$ cat src/rtl/pipe_if_id_hazard.sv
// IF/ID pipeline register with load-use hazard detection and branch flush.
//
// Holds the fetched instruction and PC+4 for decode. When a load sitting in
// ID/EX writes a register that the instruction in ID reads, the PC and this
// register are held for one cycle and decode is told to inject a bubble into
// ID/EX. A taken branch (flush_i) squashes the fetched instruction and takes
// priority over a stall. Saturating counters track stall and flush cycles.
//
// Ports:
//   clk_i           clock, rising edge
//   rst_i           asynchronous reset, active-low
//   pc_i            PC+4 from fetch
//   instr_i         instruction from instruction memory
//   flush_i         branch taken; squash the fetched instruction
//   idex_memread_i  MemRead control currently held in ID/EX
//   idex_rt_i       rt field currently held in ID/EX
//   pc_o            registered PC+4 to decode
//   instr_o         registered instruction to decode
//   valid_o         instr_o holds a live (non-squashed) instruction
//   pc_write_o      PC update enable to fetch (combinational)
//   bubble_o        force ID/EX controls to zero (combinational)
//   stall_cnt_o     saturating count of stall cycles
//   flush_cnt_o     saturating count of flush cycles
module pipe_if_id_hazard #(
  parameter int unsigned CNT_W = 16
) (
  input  logic             clk_i,
  input  logic             rst_i,
  input  logic [31:0]      pc_i,
  input  logic [31:0]      instr_i,
  input  logic             flush_i,
  input  logic             idex_memread_i,
  input  logic [4:0]       idex_rt_i,
  output logic [31:0]      pc_o,
  output logic [31:0]      instr_o,
  output logic             valid_o,
  output logic             pc_write_o,
  output logic             bubble_o,
  output logic [CNT_W-1:0] stall_cnt_o,
  output logic [CNT_W-1:0] flush_cnt_o
);

  logic [5:0] op;
  logic [4:0] rs;
  logic [4:0] rt;
  logic       uses_rt;
  logic       hazard;
  logic       stall;

  // Decode the instruction currently in ID. Only R-type, beq and sw read rt
  // as a source; for other formats rt is a destination or unused.
  always_comb begin
    op      = instr_o[31:26];
    rs      = instr_o[25:21];
    rt      = instr_o[20:16];
    uses_rt = (op == 6'b000000) || (op == 6'b000100) || (op == 6'b101011);
    // Register $0 is never a real dependency.
    hazard  = valid_o && idex_memread_i && (idex_rt_i != 5'd0) &&
              ((idex_rt_i == rs) || (uses_rt && (idex_rt_i == rt)));
    // A taken branch discards the dependent instruction anyway.
    stall   = hazard && !flush_i;
  end

  assign pc_write_o = ~stall;
  assign bubble_o   = stall;

  always_ff @(posedge clk_i or negedge rst_i) begin
    if (!rst_i) begin
      pc_o        <= '0;
      instr_o     <= '0;
      valid_o     <= 1'b0;
      stall_cnt_o <= '0;
      flush_cnt_o <= '0;
    end else if (flush_i) begin
      pc_o    <= pc_i;
      instr_o <= '0;
      valid_o <= 1'b0;
      if (flush_cnt_o != '1) flush_cnt_o <= flush_cnt_o + 1'b1;
    end else if (stall) begin
      if (stall_cnt_o != '1) stall_cnt_o <= stall_cnt_o + 1'b1;
    end else begin
      pc_o    <= pc_i;
      instr_o <= instr_i;
      valid_o <= 1'b1;
    end
  end

endmodule

$ cat config.mk
export PLATFORM = sky130hd
export DESIGN_NAME = pipe_if_id_hazard
export DESIGN_NICKNAME = d
export VERILOG_FILES = /design/src/rtl/pipe_if_id_hazard.sv
export SDC_FILE = /design/constraint.sdc
export NUM_CORES = 1
export LEC_CHECK = 0
export BUFFER_PORTS_ARGS = -buffer_cell sky130_fd_sc_hd__buf_2
export CAP_MARGIN = 0
export CORE_ASPECT_RATIO = 0.6
export CORE_MARGIN = 4
export CORE_UTILIZATION = 50
export CTS_CLUSTER_SIZE = 16
export DETAILED_ROUTE_END_ITERATION = 16
export GPL_TIMING_DRIVEN = 0
export PLACE_DENSITY = 0.83
export SLEW_MARGIN = 20
export SYNTH_ARGS = -nofsm -noshare
export SYNTH_HDL_FRONTEND = slang
export SYNTH_SLANG_ARGS = --single-unit
$ cat constraint.sdc
create_clock -name clk_i -period 5.5 [get_ports clk_i]
set_input_delay 0.825 -clock clk_i [delete_from_list [all_inputs] [get_ports clk_i]]
set_output_delay 0.825 -clock clk_i [all_outputs]
set_load 0.03 [all_outputs]
==> impl_metrics.csv <==
group,metric,value,unit
status,outcome,"complete, no violations",
yosys,yosys.area_share.simple,14.6,%
placement,io_buffers,171,
placement,dp_hpwl,8.20,mm
yosys,synth_compound_area_share,5.24,%
timing,hold_violations,0,
drt,vias,3451,
critical_path,critPathCaptureType,"primary output",
clocking,cts_resized,0,
timing,fin_worst_skew,5.80,ps
yosys,ys_seq_area_share,59.1,%
yosys,synth_area_leaders,"dfrtp_1, mux2_2, nand2_1",
drt,viasPerCell,5.21,
flow_run,maxCapViolCount,0,
grt,antenna_found_initial,1,
critical_path,startpoint_type,"primary input",
critical_path,arrival,2690,ps
drt,route.detailed.drc,0,
timing,grt_setup_unrepaired,"no",
layout,final_nets,624,
yosys,synth.avg_cell_area,11.2,um2
timing,slew_viol_final,0,
grt,grt_pass1_vias,3543,
clocking,cts_buffers,9,
pwr,peakVddDrop,0.230,mV
yosys,synth_fa_ha_area_share,0.610,%
timing,whs,396,ps
yosys,synth_area_leader_cell,"dfrtp_1",
layout,fillers,610,
placement,place_area,5130,um2
timing,worst_slew_pin_slew,516,ps
clocking,cts_setup_buffers,0,
yosys,synth_top_family_by_area,"simple AND/OR/NAND/NOR gates",
yosys,synth_top_area_share,59.1,%
clocking,cts_tree,"built",
clocking,h-tree-depth,3,
yosys,synth.most_common_cell,"dfrtp_1",
die,io_pins,172,
yosys,syn-num-nets,441,
critical_path,cp.required,4680,ps
yosys,synth_edf_count,0,
pwr,p_per_area,322,nW/um2
layout,final_util,68.6,%
critical_path,r2r-start,"instr_o[26]",
die,die_y,78.2,um
timing,tns,0,ps
drt,drtIter0Drc,180,
yosys,synth_cells,366,
placement,place_congestion,0.845,
drt,wire_per_inst,16.2,um
timing,timing.final.ws_setup,1990,ps
timing,fin_crit,3510,ps
drt,wl,10.7,mm
die,initial_core_util,51.9,%
clocking,clockRootBuffer,"clkbuf_16",
critical_path,worstSetupPathType,"in2out",
grt,grt_use_total,22.5,%
die,die-area,9770,um2
drt,first_pass_iters,4,
timing,post-route-period-util,63.8,%
yosys,ys_async_sr_fraction,100,%
yosys,synth-xor-area-share,8.32,%
clocking,clockBufferDepth,2,
die,die_w,125,um
grt,grt_max_degree,56,
clocking,clock_latency,340,ps
clocking,ctsHoldBuffers,0,
critical_path,reg2regPathDepth,7,
die,placementRows,25,
drt,drtAntennaViolNets,0,
layout,n_antenna_cell,0,
yosys,netlist_top_cells_count,"dfrtp_1, nand2_1, mux2_2, o21ai_0, xnor2_1",
clocking,clk_pin_slew,60,ps
layout,stdcell_area,5430,um2
placement,place_ws,2010,ps
yosys,yosys-mux-area-fraction,9.60,%
timing,relSlewSlack,65.4,%
clocking,cts_sinks,97,
die,core,7910,um2
pwr,p_leak,2.71,nW
yosys,synth-main-ff-cell,"dfrtp_1",
critical_path,critPathLaunch,"idex_rt_i[4]",
critical_path,rrSetupSlack,3100,ps
grt,gr-total-overflow,0,
timing,fmax,285,MHz
hold_path,worstHoldPathType,"in2async",
layout,area_growth,32.2,%
critical_path,crit_path_max_fanout,10,
timing,setup_viol,0,
yosys,synth_area,4100,um2
grt,grt_pass1_wl,17.6,mm
layout,drive_gt1_share,42.4,%
yosys,synth_seq_cells,97,
yosys,synth_cell_type_count,26,
yosys,ys_warn_count,0,
## state kept, by name (all words and copies together) (netlist names)
signal	cells
flush_cnt_o	16
pc_o	32
valid_o	1
stall_cnt_o	16
instr_o	32
## cell type report
class                           instances  area, um2  area share, %
Clock inverter                          6       67.6           1.25
Multi-Input combinational cell        248       1580           29.0
Buffer                                 15       78.8           1.45
Sequential cell                        97       2430           44.7
Inverter                                6       22.5          0.415
Timing Repair Buffer                  172        890           16.4
Tap cell                              108        135           2.49
Clock buffer                           10        229           4.22
## critical path, cell delays in order
cell	delay, ps
buf_2	130
xor2_1	160
nor4_1	380
nand3_1	140
a21oi_2	310
buf_4	240
buf_2	250
inv_1	70
buf_2	180
## stage by stage
step	instances	total power [mW]
after floorplan	366	1.01
after global placement	645	1.12
after detailed placement	646	1.14
after CTS	662	1.77
after global routing	662	1.83
final	662	1.75
## kinds of logic after synthesis
family,count (synthesis)
AOI/OAI and AO/OA,40
xor gates and xnor gates,39
adders and majority gates,2
buffers and inverters,21
DFF,97
muxes,35
and+or+nand+nor,132
## per-layer routing
layer / vias to the layer above / global-route usage [%] / part of all wire [%]
li1: 1607 / - / -
met1: 1685 / 29.4 / 43
met2: 147 / 35.8 / 47
met3: 10 / 7.95 / 8.5
met4: 2 / 6.49 / 0.63
met5: - / 0 / 0.12
## cell usage in the layout (no fill, tap or decap), drive strengths merged
cell type	n
and4	2
nor4	1
nand2	75
buf	182
clkbuf	15
nor3	3
o2111ai	1
inv	6
o211ai	2
xor2	11
or3	1
mux2	35
clkinv	3
nor2	9
bufinv	1
o21a	1
dfrtp	97
or2	2
xnor2	28
nand3	16
o21ai	35
or4	2
clkinvlp	2
ha	2
and3	9
a21oi	1
nand4	12
## worst paths after layout
kind | to
setup / recovery | pc_write_o
hold / removal | stall_cnt_o[12]
setup reg to reg | pc_o[23]
hold reg to reg | instr_o[10]
max in group asynchronous | instr_o[14]
min in group clk_i | instr_o[10]
## power by group
group | internal (mW) | leakage, nW | switching, mW
Clock | 0.354 | 0.139 | 0.270
Combinational | 0.106 | 1.34 | 0.202
Sequential | 0.767 | 1.23 | 0.0506
Total | 1.23 | 2.71 | 0.522
(Power assumes the default switching activity.)
